[config.mk]
export PLATFORM = sky130hd
export DESIGN_NAME = uart_fsm_rx
export DESIGN_NICKNAME = d
export VERILOG_FILES = /design/src/rtl/uart_pkg.sv /design/src/rtl/uart_rx_sync.sv /design/src/rtl/uart_fsm_rx.sv
export SDC_FILE = /design/constraint.sdc
export NUM_CORES = 1
export LEC_CHECK = 0
export CELL_PAD_IN_SITES_DETAIL_PLACEMENT = 2
export CELL_PAD_IN_SITES_GLOBAL_PLACEMENT = 2
export CORE_MARGIN = 4
export CORE_UTILIZATION = 45
export DETAILED_ROUTE_END_ITERATION = 16
export DONT_BUFFER_PORTS = 1
export PLACE_DENSITY_LB_ADDON = 0.1
export SYNTH_ARGS = -nofsm -noshare
export SYNTH_HDL_FRONTEND = slang
export SYNTH_SLANG_ARGS = --single-unit
[constraint.sdc]
create_clock -name clk_i -period 6.5 [get_ports clk_i]
set_clock_uncertainty 0.1 [all_clocks]
set_input_delay 0.65 -clock clk_i [delete_from_list [all_inputs] [get_ports clk_i]]
set_output_delay 0.65 -clock clk_i [all_outputs]
set_load 0.03 [all_outputs]
[src/rtl/uart_pkg.sv]
// Purpose : shared UART definitions (FSM states, frame shape, divider maths) for the rx and tx sides.
// Latency : n/a (package only).
// Backpressure: n/a.
// Contents: state_t enum, 8N1 frame constants, calc_divider() clocks-per-bit helper.
package uart_pkg;

  // 2-bit FSM encoding shared by receiver and transmitter.
  typedef enum logic [1:0] {
    IDLE     = 2'd0,
    STARTBIT = 2'd1,
    DATABIT  = 2'd2,
    STOPBIT  = 2'd3
  } state_t;

  // 8N1 framing.
  localparam int unsigned DATA_BITS = 8;
  localparam int unsigned STOP_BITS = 1;

  // Clocks per bit, integer division (truncates).
  function automatic logic [31:0] calc_divider(input logic [31:0] freq,
                                               input logic [31:0] speed);
    return freq / speed;
  endfunction

endpackage

[src/rtl/uart_rx_sync.sv]
// Purpose : 2-flop synchroniser for the async serial line plus registered falling-edge detector.
// Latency : rx_s lags rx_i by 2 clocks; fall_p is high for one clock, aligned with the first low rx_s.
// Backpressure: none, free-running.
// Ports   : clk_i, reset (async, active-high), rx_i (async line) -> rx_s (synchronised), fall_p (edge pulse).
module uart_rx_sync (
  input  logic clk_i,
  input  logic reset,
  input  logic rx_i,
  output logic rx_s,
  output logic fall_p
);

  logic meta_q;
  logic sync_q;
  logic fall_q;

  // Flops reset to 1 (idle line level) so reset release never looks like a start edge.
  always_ff @(posedge clk_i or posedge reset) begin
    if (reset) begin
      meta_q <= 1'b1;
      sync_q <= 1'b1;
      fall_q <= 1'b0;
    end else begin
      meta_q <= rx_i;
      sync_q <= meta_q;
      // Registered so the pulse coincides with the cycle sync_q first reads low.
      fall_q <= sync_q & ~meta_q;
    end
  end

  assign rx_s   = sync_q;
  assign fall_p = fall_q;

endmodule

[src/rtl/uart_fsm_rx.sv]
// Purpose : 8N1 UART receiver; re-centres on each start edge, checks start/stop bits, emits bytes.
// Latency : valid_o/frame_err_o one clock after the stop sample (edge detect + HALF + 9*DIVIDER clocks).
// Backpressure: none; the consumer must take data_o on the valid_o strobe.
// Ports   : clk_i, reset (async, active-high), rx_i (async line) -> data_o[7:0], valid_o, frame_err_o, busy_o.
module uart_fsm_rx
  import uart_pkg::*;
#(
  parameter logic [31:0] FREQUENCY = 32'd50_000_000,
  parameter logic [31:0] SPEED     = 32'd1_500_000
) (
  input  logic       clk_i,
  input  logic       reset,
  input  logic       rx_i,
  output logic [7:0] data_o,
  output logic       valid_o,
  output logic       frame_err_o,
  output logic       busy_o
);

  localparam logic [31:0] DIVIDER = calc_divider(FREQUENCY, SPEED);
  localparam logic [31:0] HALF    = DIVIDER / 32'd2;

  if (DIVIDER < 32'd2) begin : g_bad_divider
    $error("uart_fsm_rx: FREQUENCY/SPEED must be at least 2");
  end
  if (STOP_BITS != 1) begin : g_bad_stop
    $error("uart_fsm_rx: only one stop bit is supported");
  end

  logic rx_s;
  logic fall_p;

  uart_rx_sync u_sync (
    .clk_i  (clk_i),
    .reset  (reset),
    .rx_i   (rx_i),
    .rx_s   (rx_s),
    .fall_p (fall_p)
  );

  state_t                 state_q, state_d;
  logic [31:0]            tick_counter_q, tick_counter_d;
  logic [2:0]             bit_counter_q, bit_counter_d;
  logic [DATA_BITS-1:0]   shreg_q, shreg_d;
  logic [DATA_BITS-1:0]   data_d;
  logic                   valid_d;
  logic                   frame_err_d;

  always_ff @(posedge clk_i or posedge reset) begin
    if (reset) begin
      state_q        <= IDLE;
      tick_counter_q <= 32'd0;
      bit_counter_q  <= 3'd0;
      shreg_q        <= '0;
      data_o         <= 8'h00;
      valid_o        <= 1'b0;
      frame_err_o    <= 1'b0;
    end else begin
      state_q        <= state_d;
      tick_counter_q <= tick_counter_d;
      bit_counter_q  <= bit_counter_d;
      shreg_q        <= shreg_d;
      data_o         <= data_d;
      valid_o        <= valid_d;
      frame_err_o    <= frame_err_d;
    end
  end

  always_comb begin
    state_d        = state_q;
    tick_counter_d = tick_counter_q;
    bit_counter_d  = bit_counter_q;
    shreg_d        = shreg_q;
    data_d         = data_o;
    valid_d        = 1'b0;
    frame_err_d    = 1'b0;

    case (state_q)
      IDLE: begin
        tick_counter_d = 32'd0;
        bit_counter_d  = 3'd0;
        if (fall_p) begin
          state_d = STARTBIT;
        end
      end

      STARTBIT: begin
        // Half-bit wait puts every later sample near the bit centre.
        if (tick_counter_q == HALF - 32'd1) begin
          tick_counter_d = 32'd0;
          bit_counter_d  = 3'd0;
          // Line already back high: a glitch, not a start bit.
          state_d = rx_s ? IDLE : DATABIT;
        end else begin
          tick_counter_d = tick_counter_q + 32'd1;
        end
      end

      DATABIT: begin
        if (tick_counter_q == DIVIDER - 32'd1) begin
          tick_counter_d         = 32'd0;
          shreg_d[bit_counter_q] = rx_s;
          bit_counter_d          = bit_counter_q + 3'd1;
          if (bit_counter_q == 3'(DATA_BITS - 1)) begin
            state_d = STOPBIT;
          end
        end else begin
          tick_counter_d = tick_counter_q + 32'd1;
        end
      end

      STOPBIT: begin
        // Leaving here mid stop bit gives the next start edge half a bit of slack.
        if (tick_counter_q == DIVIDER - 32'd1) begin
          tick_counter_d = 32'd0;
          state_d        = IDLE;
          if (rx_s) begin
            data_d  = shreg_q;
            valid_d = 1'b1;
          end else begin
            frame_err_d = 1'b1;
          end
        end else begin
          tick_counter_d = tick_counter_q + 32'd1;
        end
      end

      default: begin
        state_d        = IDLE;
        tick_counter_d = 32'd0;
        bit_counter_d  = 3'd0;
      end
    endcase
  end

  assign busy_o = (state_q != IDLE);

endmodule

After elaboration in Yosys (flattened, before gate mapping). Cells that the tools add are included.

Register bits: 58. Output and inout port bits: 11.

$add $sub $neg: 2. $lt $le $gt $ge: 2. Equal/unequal tests: 11. Muxes and demuxes: 22. Bitwise gates (word level): 2. Reductions and logical operators: 9.

Operator list (number): $pmux W32 S3 (1); $mux W32 (2); $add A32 B1 Y32 const B (1); $eq A32 B4 Y1 const B (1); $eq A32 B6 Y1 const B (1); $mux W2 (6); $pmux W3 S3 (1); $bwmux W8 (1); $ne A2 B2 Y1 const B (4); $pmux W2 S4 (1); $mux W1 (7); $mux W3 (2); $reduce_and A3 Y1 (2); $reduce_and A5 Y1 (1); $eq A2 B2 Y1 const B (2); $lt A3 B4 Y1 const B (1); $add A3 B1 Y3 const B (1); $demux W1 S3 (1); $eq A3 B3 Y1 const B (1); $ge A3 B1 Y1 const B (1); $reduce_bool A3 Y1 (1); $eq A2 B1 Y1 const B (1); $logic_not A2 Y1 (1); $ne A2 B1 Y1 const B (1); other kinds (6) (6).

Longest topological paths before layout. Gate-level depths: netlist of run 1.

Depth in word-level cells: 5. Gate-level depth with buffers: 7. Gate-level depth less buffers: 6.

Cells and area by module. A second synthesis of run 1 with hierarchy kept.

Cells, all modules: 303. Area total of the unflattened synthesis: 3090.5 µm².

By module, submodules not included: uart_fsm_rx (instances 1, cells an instance 298, area an instance 2995.4 µm², sequential area each 1376.3 µm²); uart_rx_sync (instances 1, cells an instance 5, area an instance 95.1 µm², sequential area each 77.6 µm²).

Worst setup path before layout of run 1. Ideal clock, no wire load.

Path type: register -> register. From: register tick_counter_q[0]. To: register tick_counter_q[28]. Data arrival time: 1.990 ns. Setup slack: 4.323 ns. Cell stages (with the launch flop): 7. Path through: dfrtp_1 > ha_1 > nand3_2 > or4_4 > buf_6 > or4_1 > a22oi_1.

Word-level cells in the longest chain between the ends: 3.

RTL lines: from (decl) (line uart_fsm_rx.sv:42) `logic [31:0] tick_counter_q, tick_counter_d;`; from (signal assigned) (line uart_fsm_rx.sv:60) `tick_counter_q <= tick_counter_d;`; $add A32 B1 Y32, or another cell as far along (line uart_fsm_rx.sv:95, uart_fsm_rx.sv:108, uart_fsm_rx.sv:124); $mux W32, on equally long branches (line uart_fsm_rx.sv:100, uart_fsm_rx.sv:114, uart_fsm_rx.sv:89); $pmux W32 S3 (*) (line uart_fsm_rx.sv:78) `case (state_q)`; via tick_counter_d[28] (line uart_fsm_rx.sv:42).

The timed path passes the listed nets; every way through them passes the cells marked *. A chain may end at the register's enable or synchronous reset.

Final worst setup path of run 1.
From: register tick_counter_q[7]. To: register data_o[7].

Word-level cells in the longest chain between the ends: 2.

RTL lines: $eq A32 B6 Y1 (line uart_fsm_rx.sv:114) `if (tick_counter_q == DIVIDER - 32'd1) begin`; $reduce_and A3 Y1 (no line); to (signal assigned) (line uart_fsm_rx.sv:63) `data_o <= data_d;`; to (decl) (line uart_fsm_rx.sv:14) `output logic [7:0] data_o,`.

Every way passes these cells.

==> impl_metrics.json, run 1 <==
{
  "seq_area_frac_synth": 0.473,
  "synth_compound_area_frac": 0.127,
  "synth-simple-area-share": 0.240,
  "post_cts_buffers": 0,
  "status": "complete, no violations",
  "synth.cell_area_sq_mm": 0.00307,
  "synth-seq-cells": 58,
  "synth_top_area_share": 0.456,
  "syn_avg_cell_area_sq_um": 10.2,
  "grt_pass1_wl_microns": 14600,
  "numPortBuffers": 0,
  "cts_sinks": 58,
  "synth-adder-area-share": 0.0204,
  "timing.rr.start": "tick_counter_q[7]$_DFF_PP0_",
  "setup_viol": 0,
  "synthCells": 300,
  "worstSetupStartpointType": "flip-flop",
  "critPathArrivalTime_ns": 3.32,
  "cpPeakStageDelay_ns": 0.86,
  "power.share.switching": 0.336,
  "ys_types": 49,
  "pwr-share-clk": 0.400,
  "finalHoldViolCount": 0,
  "async_flop_share": 1.00,
  "synthTopCellsByArea": "dfrtp_1, mux2_2, nor4_1",
  "synth_top_flop_cell": "dfrtp_1",
  "drt_wl_total_microns": 8710,
  "worst_setup_path_end_kind": "flip-flop",
  "cp_num_buf_inv": 0,
  "fin_ws_ns": 3.31,
  "grt_pass1_vias": 2722,
  "synthXorXnorAreaFrac": 0.0370,
  "htreeDepth": 3,
  "layout-drive-gt1-share": 0.161,
  "synthMuxAreaShare": 0.0586,
  "p_int_mw": 0.642,
  "worst_slew_pin_slew_ns": 1.01,
  "fin_util": 0.514,
  "clockBufferDepth": 2,
  "clkLatencyLatePin_ns": 0.34,
  "path_cells": "nor4_1 > nand4_1 > nor3_2 > mux2_2",
  "dp_cells": 365,
  "nNetsFinal": 307,
  "dp_hpwl_microns": 5520,
  "grt_overflow": 0,
  "diodes": 0,
  "hold_path_startpoint": "rx_i",
  "design.die.area_sq_mm": 0.00822,
  "cp_max_fo": 20,
  "seq_power_share": 0.432,
  "start_util": 0.473,
  "synth_top_family_by_area": "simple AND/OR/NAND/NOR gates",
  "critPathTopFamily": "simple AND/OR/NAND/NOR gates",
  "wl_per_cell_microns": 22.9,
  "max_freq_mhz": 313,
  "ant_nets": 0,
  "area_delta_synth_final_pct": 8.67,
  "powerDensity_mw_per_mm2": 289,
  "drc": 0,
  "num_vias": 2490,
  "period_share": 0.491,
  "clock_tree.root_cell": "clkbuf_8",
  "num_io_pins": 14,
  "crit_required_ns": 6.63,
  "final_cells": 381,
  "viasPerCell": 6.54,
  "yosysTopAreaCell": "dfrtp_1",
  "leakage_nw": 1.37,
  "crit_type": "flip-flop to flip-flop",
  "cts.clk_slew.worst_paths_ns": 0.08,
  "placed_area_sq_mm": 0.00311,
  "postCtsHoldBufs": 0,
  "grt_max_degree": 59,
  "die_w_microns": 90.7,
  "cts_tree": "built",
  "num_rows": 29,
  "cts-resized-gates": 0,
  "drt-pass1-iter-count": 4,
  "syn-num-nets": 308,
  "yosys_warnings": 0,
  "min_period_ns": 3.19,
  "grt_usage": 0.224,
  "synth_edf_count": 0,
  "place.gp.congestion": 0.793,
  "crit_slowest_cell": "nor3_2",
  "rsz0062_at_grt": "no",
  "cp-startpoint": "tick_counter_q[7]$_DFF_PP0_",
  "place_ws_ns": 3.45,
  "core_area_sq_mm": 0.00649,
  "maxCapViolCount": 0,
  "irDropWorstVdd_mv": 0.0978,
  "p_sw_mw": 0.325,
  "final_cell_area_sq_mm": 0.00334,
  "die_y_microns": 90.7,
  "fin_tns_setup_ns": 0,
  "drv_slew": 0,
  "drt_iter0_markers": 92,
  "numCtsBuffers": 9,
  "min_path_type": "input pin to flip-flop",
  "antenna_found_initial": 0,
  "slew_headroom": 0.328,
  "combPwrFrac": 0.168
}
## metrics by stage
step	power, mW	hold slack, ns
after floorplan	0.529	0.254
after global routing	1.02	0.169
after detailed placement	0.585	0.259
after CTS	0.972	0.186
after global placement	0.578	0.262
final	0.967	0.199
## final timing paths
check	cells after the start	to	slack (ns)
hold / removal	0	u_sync.meta_q$_DFF_PP1_	0.20
min in group asynchronous	2	data_o[0]$_DFFE_PP0P_	0.30
setup / recovery	4	data_o[7]$_DFFE_PP0P_	3.31
max in group asynchronous	2	tick_counter_q[14]$_DFF_PP0_	5.50
hold reg to reg	0	u_sync.rx_s$_DFF_PP1_	0.27
setup reg to reg	4	data_o[7]$_DFFE_PP0P_	3.31
## sequential cells by signal, indices dropped and copies added, names as in the netlist, 3 cells and up, named ones only
| name | cells |
|---|---|
| shreg_q | 8 |
| tick_counter_q | 32 |
| data_o | 8 |
| bit_counter_q | 3 |
## power groups by stage
stage / Combinational [mW] / Clock, mW / Sequential, mW
2_1_floorplan: 0.125 / 0 / 0.404
3_3_place_gp: 0.155 / 0 / 0.423
3_5_place_dp: 0.162 / 0 / 0.424
4_1_cts: 0.165 / 0.390 / 0.417
5_1_grt: 0.178 / 0.416 / 0.423
6_report: 0.162 / 0.387 / 0.418
## final cells by class
type,instances,area (sq um)
fill,687,3150
multi-input combinational,213,1490
sequential,58,1450
clock buffer,9,124
clock inverter,7,103
tap,77,96.3
inverter,14,52.6
timing repair buffer,3,22.5
## routing by layer
metal  GRT usage  part of all wire  vias up
li1            -                 -     1147
met1       0.283              0.46     1307
met2       0.389              0.52       27
met3      0.0417             0.019        9
met4      0.0612            0.0083        0
met5           0                 0        -
## cells by family after synthesis
group	count (synthesis)
and+or+nand+nor	119
AOI/OAI and AO/OA	60
DFF	58
buffers and inverters	29
muxes	16
xor gates and xnor gates	13
adders and majority gates	5
## cells in the mapped netlist (2+ instances only)
cell type,n
nor3_1,9
ha_1,5
nand4b_1,2
xnor2_1,12
o21ai_0,11
o211ai_1,3
nand2_1,17
or3_1,9
or2_2,2
nor4_1,20
nor2b_1,2
and3_1,2
clkbuf_1,8
nand4_1,11
inv_1,14
nor4bb_1,2
dfrtp_1,56
a21oi_1,16
a22oi_1,14
o31ai_1,9
nand3_1,10
or4_1,11
mux2_2,16
buf_6,2
dfstp_2,2
o221ai_1,3
nor2_1,7
and2_1,3
buf_2,2
## worst reg2reg max path, cell delays in order (launching register included)
cell and delay (ns):
dfrtp_1 0.47, nor4_1 0.38, nand4_1 0.84, nor3_2 0.87, mux2_2 0.42
## layout by cell type, fill, tap and decap left out, types with 5 or more instances in the layout
cell type / instances
nand3_1: 10
or3_1: 9
nand2_1: 17
dfrtp_1: 56
xnor2_1: 12
a21oi_1: 16
o31ai_1: 9
nand4_1: 11
or4_1: 11
mux2_2: 16
nor2_1: 7
inv_1: 13
clkbuf_8: 9
nor3_1: 9
a22oi_1: 14
nor4_1: 20
ha_1: 5
o21ai_0: 10
Note: power is estimated with default switching activity, not from simulation.
==> inputs of run 2 (changes only) <==
- CORE_UTILIZATION: 45 -> 42
- clock period: 6.5 -> 3.2 ns (I/O delays scaled with it)
==> run 2 against run 1 <==
  * Cell count up 6.3%
  * Die area up 6.5%
  * Clock power up 70%
  * Setup slack worse by 2.6 ns
  * Power up 93%
  * Combinational power up 120%
  * Count of clock-buffer cells in the layout up 5
  * Fmax up 29%
  * Global-route usage down 0.37 points
  * First-iteration DRC count up 9.8%
  * Wire length down 0.15%
  * Final area up 1.3%
  * Largest cell class unchanged
  * Largest power group unchanged
==> impl_metrics.json, run 2 (same netlist as run 1, synthesis figures left out) <==
{
  "wl_per_cell_microns": 21.5,
  "numCtsBuffers": 9,
  "clock_tree.root_cell": "clkbuf_8",
  "hold_path_startpoint": "u_sync.meta_q$_DFF_PP1_",
  "cts-resized-gates": 0,
  "setup_viol": 0,
  "viasPerCell": 6.17,
  "fin_util": 0.488,
  "fin_ws_ns": 0.723,
  "grt_overflow": 0,
  "grt_usage": 0.220,
  "largest_register": "tick_counter_q",
  "placed_area_sq_mm": 0.00317,
  "place_ws_ns": 0.729,
  "reg2reg_to": "data_o[3]$_DFFE_PP0P_",
  "status": "complete, no violations",
  "min_path_type": "flip-flop to flip-flop",
  "cp_max_fo": 20,
  "grt_max_degree": 41,
  "num_rows": 30,
  "start_util": 0.443,
  "cts_sinks": 58,
  "maxCapViolCount": 0,
  "crit_required_ns": 3.32,
  "cp-startpoint": "tick_counter_q[7]$_DFF_PP0_",
  "place.gp.congestion": 0.766,
  "fin_tns_setup_ns": 0,
  "fin_hold_ws_ns": 0.268,
  "critPathArrivalTime_ns": 2.60,
  "layout-drive-gt1-share": 0.165,
  "dp_hpwl_microns": 5800,
  "design.die.area_sq_mm": 0.00875,
  "post_cts_buffers": 0,
  "rrSetupSlack_ns": 0.72,
  "slew_headroom": 0.544,
  "nNetsFinal": 312,
  "rr_worst_depth": 5,
  "timing.rr.start": "tick_counter_q[7]$_DFF_PP0_",
  "core_area_sq_mm": 0.00694,
  "p_total_mw": 1.87,
  "grt_pass1_wl_microns": 14800,
  "worstSetupStartpointType": "flip-flop",
  "clkLatencyLatePin_ns": 0.34,
  "top_usage_layer": "met2",
  "grt_pass1_vias": 2717,
  "cts.clk_slew.worst_paths_ns": 0.07,
  "final_cell_area_sq_mm": 0.00339,
  "powerDensity_mw_per_mm2": 552,
  "crit_end": "data_o[3]$_DFFE_PP0P_",
  "drv_slew": 0,
  "use_met1": 0.282,
  "drt_iter0_markers": 101,
  "irDropWorstVdd_mv": 0.246,
  "numPortBuffers": 0,
  "mostFrequentLayoutCell": "dfrtp_1",
  "period_share": 0.774,
  "die_w_microns": 93.6,
  "final_cells": 405,
  "drt_wl_total_microns": 8700,
  "htreeDepth": 3,
  "num_vias": 2497,
  "area_delta_synth_final_pct": 10.1,
  "grt_use_met3": 0.0426,
  "diodes": 0,
  "drt-pass1-iter-count": 4,
  "rsz0062_at_grt": "no",
  "use_met2": 0.373,
  "max_freq_mhz": 404,
  "clockBufferDepth": 2,
  "biggestRegsByFlops": "tick_counter_q: 32 flops, data_o: 8 flops, shreg_q: 8 flops",
  "cts_tree": "built",
  "min_period_ns": 2.48,
  "worst_setup_path_end_kind": "flip-flop",
  "largest_reg_flops": 32,
  "finalHoldViolCount": 0,
  "die_y_microns": 93.6,
  "leakage_nw": 1.39,
  "drc": 0,
  "dp_cells": 387,
  "antenna_found_initial": 0,
  "worst_slew_pin_slew_ns": 0.681,
  "ant_nets": 0,
  "num_io_pins": 14,
  "crit_type": "flip-flop to flip-flop",
  "layout_common_cells": "dfrtp_1, nor4_1, nand2_1"
}
## run 2: cell types whose count changed in the layout (fill, tap and decap cells not counted), sizes merged
cell	previous run	this run
clkbuf	9	14
buf	3	6
bufinv	2	0
dlygate4sd3	0	2
clkinv	3	2
clkinvlp	1	0
inv	15	14
## run 2: how the worst min path moves through the flow
stage | endpoint | slack (ns) | depth (start not counted)
after CTS | u_sync.rx_s$_DFF_PP1_ | 0.27 | 0
after floorplan | u_sync.meta_q$_DFF_PP1_ | 0.22 | 0
after global routing | u_sync.rx_s$_DFF_PP1_ | 0.28 | 0
after global placement | tick_counter_q[24]$_DFF_PP0_ | 0.11 | 1
final | u_sync.rx_s$_DFF_PP1_ | 0.27 | 0
after detailed placement | tick_counter_q[26]$_DFF_PP0_ | 0.12 | 1
## run 2: power by group
group	leakage (nW)	switching, mW	total, mW	internal (mW)
Clock	0.102	0.295	0.658	0.364
Sequential	0.794	0.0812	0.851	0.769
Combinational	0.495	0.247	0.361	0.114
Total	1.39	0.623	1.87	1.25
## run 2: what timing repair did
item / in CTS / in global routing
setup endpoints to repair: 0 / 0
hold buffers: 2 / 0
hold endpoints to repair: 19 / 0
## run 2: layout make-up
type	instances	area, sq um
Clock inverter	2	10.0
Tap cell	96	120
Inverter	14	52.6
Fill cell	705	3560
Timing Repair Buffer	8	77.6
Clock buffer	14	183
Sequential cell	58	1450
Multi-Input combinational cell	213	1490
## run 2: critical path, stage by stage (launching register included)
cell	delay, ns
dfrtp_1	0.47
nor4_1	0.39
nand4_1	0.14
buf_4	0.23
nor3_2	0.60
mux2_2	0.41
## run 2: routing by layer
metal | vias up | wire length, microns
li1 | 1159 | -
met1 | 1289 | 3870
met2 | 34 | 4460
met3 | 15 | 232
met4 | 0 | 136
met5 | - | 0
==> inputs of run 3 (changes only) <==
- clock period: 3.2 -> 2.3 ns (I/O delays scaled with it)
==> run 3 against run 2 <==
  * The run now ends with negative setup slack left
  * Power rose by 60%
  * Critical path type unchanged
  * Sequential power rose by 40%
  * Largest power group is now the clock network
  * Final area rose by 9.7%
==> impl_metrics.json, run 3 (same netlist as run 1, synthesis figures left out) <==
{
  "worstSetupStartpointType": "flip-flop",
  "final_cells": 429,
  "largest_register": "tick_counter_q",
  "fin_ws_ns": -0.0890,
  "worst_slew_pin_slew_ns": 0.609,
  "finalHoldViolCount": 0,
  "mostFrequentLayoutCell": "dfrtp_1",
  "grt_overflow": 0,
  "wl_per_cell_microns": 24.4,
  "diodes": 0,
  "viasPerCell": 6.24,
  "design.die.area_sq_mm": 0.00875,
  "min_path_type": "flip-flop to flip-flop",
  "num_vias": 2678,
  "dp_hpwl_microns": 6310,
  "die_y_microns": 93.6,
  "grt_max_degree": 34,
  "use_met2": 0.397,
  "setup_viol": 1,
  "cts_tree": "built",
  "biggestRegsByFlops": "tick_counter_q: 32 flops, data_o: 8 flops, shreg_q: 8 flops",
  "rr_worst_depth": 5,
  "num_rows": 30,
  "rsz0062_at_grt": "yes",
  "grt_usage": 0.234,
  "drt_iter0_markers": 94,
  "drt_wl_total_microns": 10500,
  "use_met1": 0.299,
  "largest_reg_flops": 32,
  "numCtsBuffers": 9,
  "cp_max_fo": 6,
  "grt_use_met3": 0.0531,
  "place.gp.congestion": 0.790,
  "leakage_nw": 1.53,
  "layout-drive-gt1-share": 0.270,
  "antenna_found_initial": 0,
  "clkLatencyLatePin_ns": 0.35,
  "hold_depth": 0,
  "violations": "negative setup slack",
  "num_io_pins": 14,
  "cts.clk_slew.worst_paths_ns": 0.07,
  "crit_type": "flip-flop to flip-flop",
  "min_to": "u_sync.rx_s$_DFF_PP1_",
  "htreeDepth": 3,
  "irDropWorstVdd_mv": 0.493,
  "clock_tree.root_cell": "clkbuf_8",
  "area_delta_synth_final_pct": 20.8,
  "reg2reg_to": "tick_counter_q[20]$_DFF_PP0_",
  "fin_hold_ws_ns": 0.275,
  "die_w_microns": 93.6,
  "layout_common_cells": "dfrtp_1, buf_4, nand2_1",
  "place_ws_ns": 0.0635,
  "critPathArrivalTime_ns": 2.53,
  "grt_pass1_wl_microns": 15800,
  "start_util": 0.443,
  "max_freq_mhz": 419,
  "dp_cells": 408,
  "cts_sinks": 58,
  "drv_slew": 0,
  "maxCapViolCount": 0,
  "worst_setup_path_end_kind": "flip-flop",
  "rrSetupSlack_ns": -0.09,
  "slew_headroom": 0.593,
  "drt-pass1-iter-count": 5,
  "top_usage_layer": "met2",
  "timing.rr.start": "tick_counter_q[0]$_DFF_PP0_",
  "period_share": 1.04,
  "core_area_sq_mm": 0.00694,
  "drc": 0,
  "nNetsFinal": 336,
  "crit_required_ns": 2.44,
  "numPortBuffers": 0,
  "grt_pass1_vias": 2908,
  "clockBufferDepth": 2,
  "min_period_ns": 2.39,
  "status": "finished with violations",
  "hold_path_startpoint": "u_sync.meta_q$_DFF_PP1_",
  "ant_nets": 0,
  "powerDensity_mw_per_mm2": 806
}
==> run 3: changes by cell type in the layout (fill, tap and decap cells not counted), sizes merged <==
cell | before | now
clkinv | 2 | 1
bufinv | 0 | 3
clkbuf | 14 | 10
buf | 6 | 30
clkinvlp | 0 | 2
==> run 3: cell type report <==
cell class	instances	area [sq um]
fill	709	3230
multi-input combinational	213	1540
timing repair buffer	32	288
inverter	14	52.6
tap	96	120
sequential	58	1460
clock buffer	10	138
clock inverter	6	114
==> run 3: how the worst max path moves through the flow <==
stage | cells after the start | end | slack [ns] | start
finish | 5 | tick_counter_q[20]$_DFF_PP0_ | -0.09 | tick_counter_q[0]$_DFF_PP0_
global route | 5 | tick_counter_q[20]$_DFF_PP0_ | -0.21 | tick_counter_q[0]$_DFF_PP0_
CTS | 5 | tick_counter_q[29]$_DFF_PP0_ | 0.02 | tick_counter_q[10]$_DFF_PP0_
detailed placement | 5 | tick_counter_q[31]$_DFF_PP0_ | 0.06 | tick_counter_q[10]$_DFF_PP0_
global placement | 5 | tick_counter_q[29]$_DFF_PP0_ | 0.14 | tick_counter_q[10]$_DFF_PP0_
floorplan | 6 | tick_counter_q[28]$_DFF_PP0_ | 0.12 | tick_counter_q[0]$_DFF_PP0_
==> run 3: metrics by stage <==
step,TNS (ns),power (mW),instance area (sq um),util
6_report,-0.0890,2.99,3710,0.535
2_1_floorplan,0,1.49,3070,-
5_1_grt,-0.449,3.12,3710,0.535
3_5_place_dp,0,1.76,3360,0.483
3_3_place_gp,0,1.74,3360,0.483
4_1_cts,0,2.97,3630,0.522
==> run 3: routing by layer <==
metal	up-vias	wire, microns	part of all wire
met5	-	0	0
met4	0	213	0.020
met3	17	273	0.026
met2	49	5550	0.53
met1	1408	4440	0.42
li1	1204	-	-
==> run 3: report_power, final <==
group          internal [mW]  switching [mW]
combinational          0.212           0.390
clock                  0.751           0.452
sequential              1.07           0.113
total                   2.04           0.955
==> run 3: critical path, stage by stage, from the launching register on <==
cell and delay, ns:
dfrtp_2 0.43, ha_1 0.26, nand3_1 0.15, or4_1 0.64, or4_1 0.46, a21oi_1 0.25
==> run 3: timing repair <==
item / CTS / global route
buffers inserted: 0 / 2
endpoints found under the setup margin: 0 / 21
hold endpoints to repair: 24 / 0
resized for setup: 0 / 19
hold buffers: 2 / 0
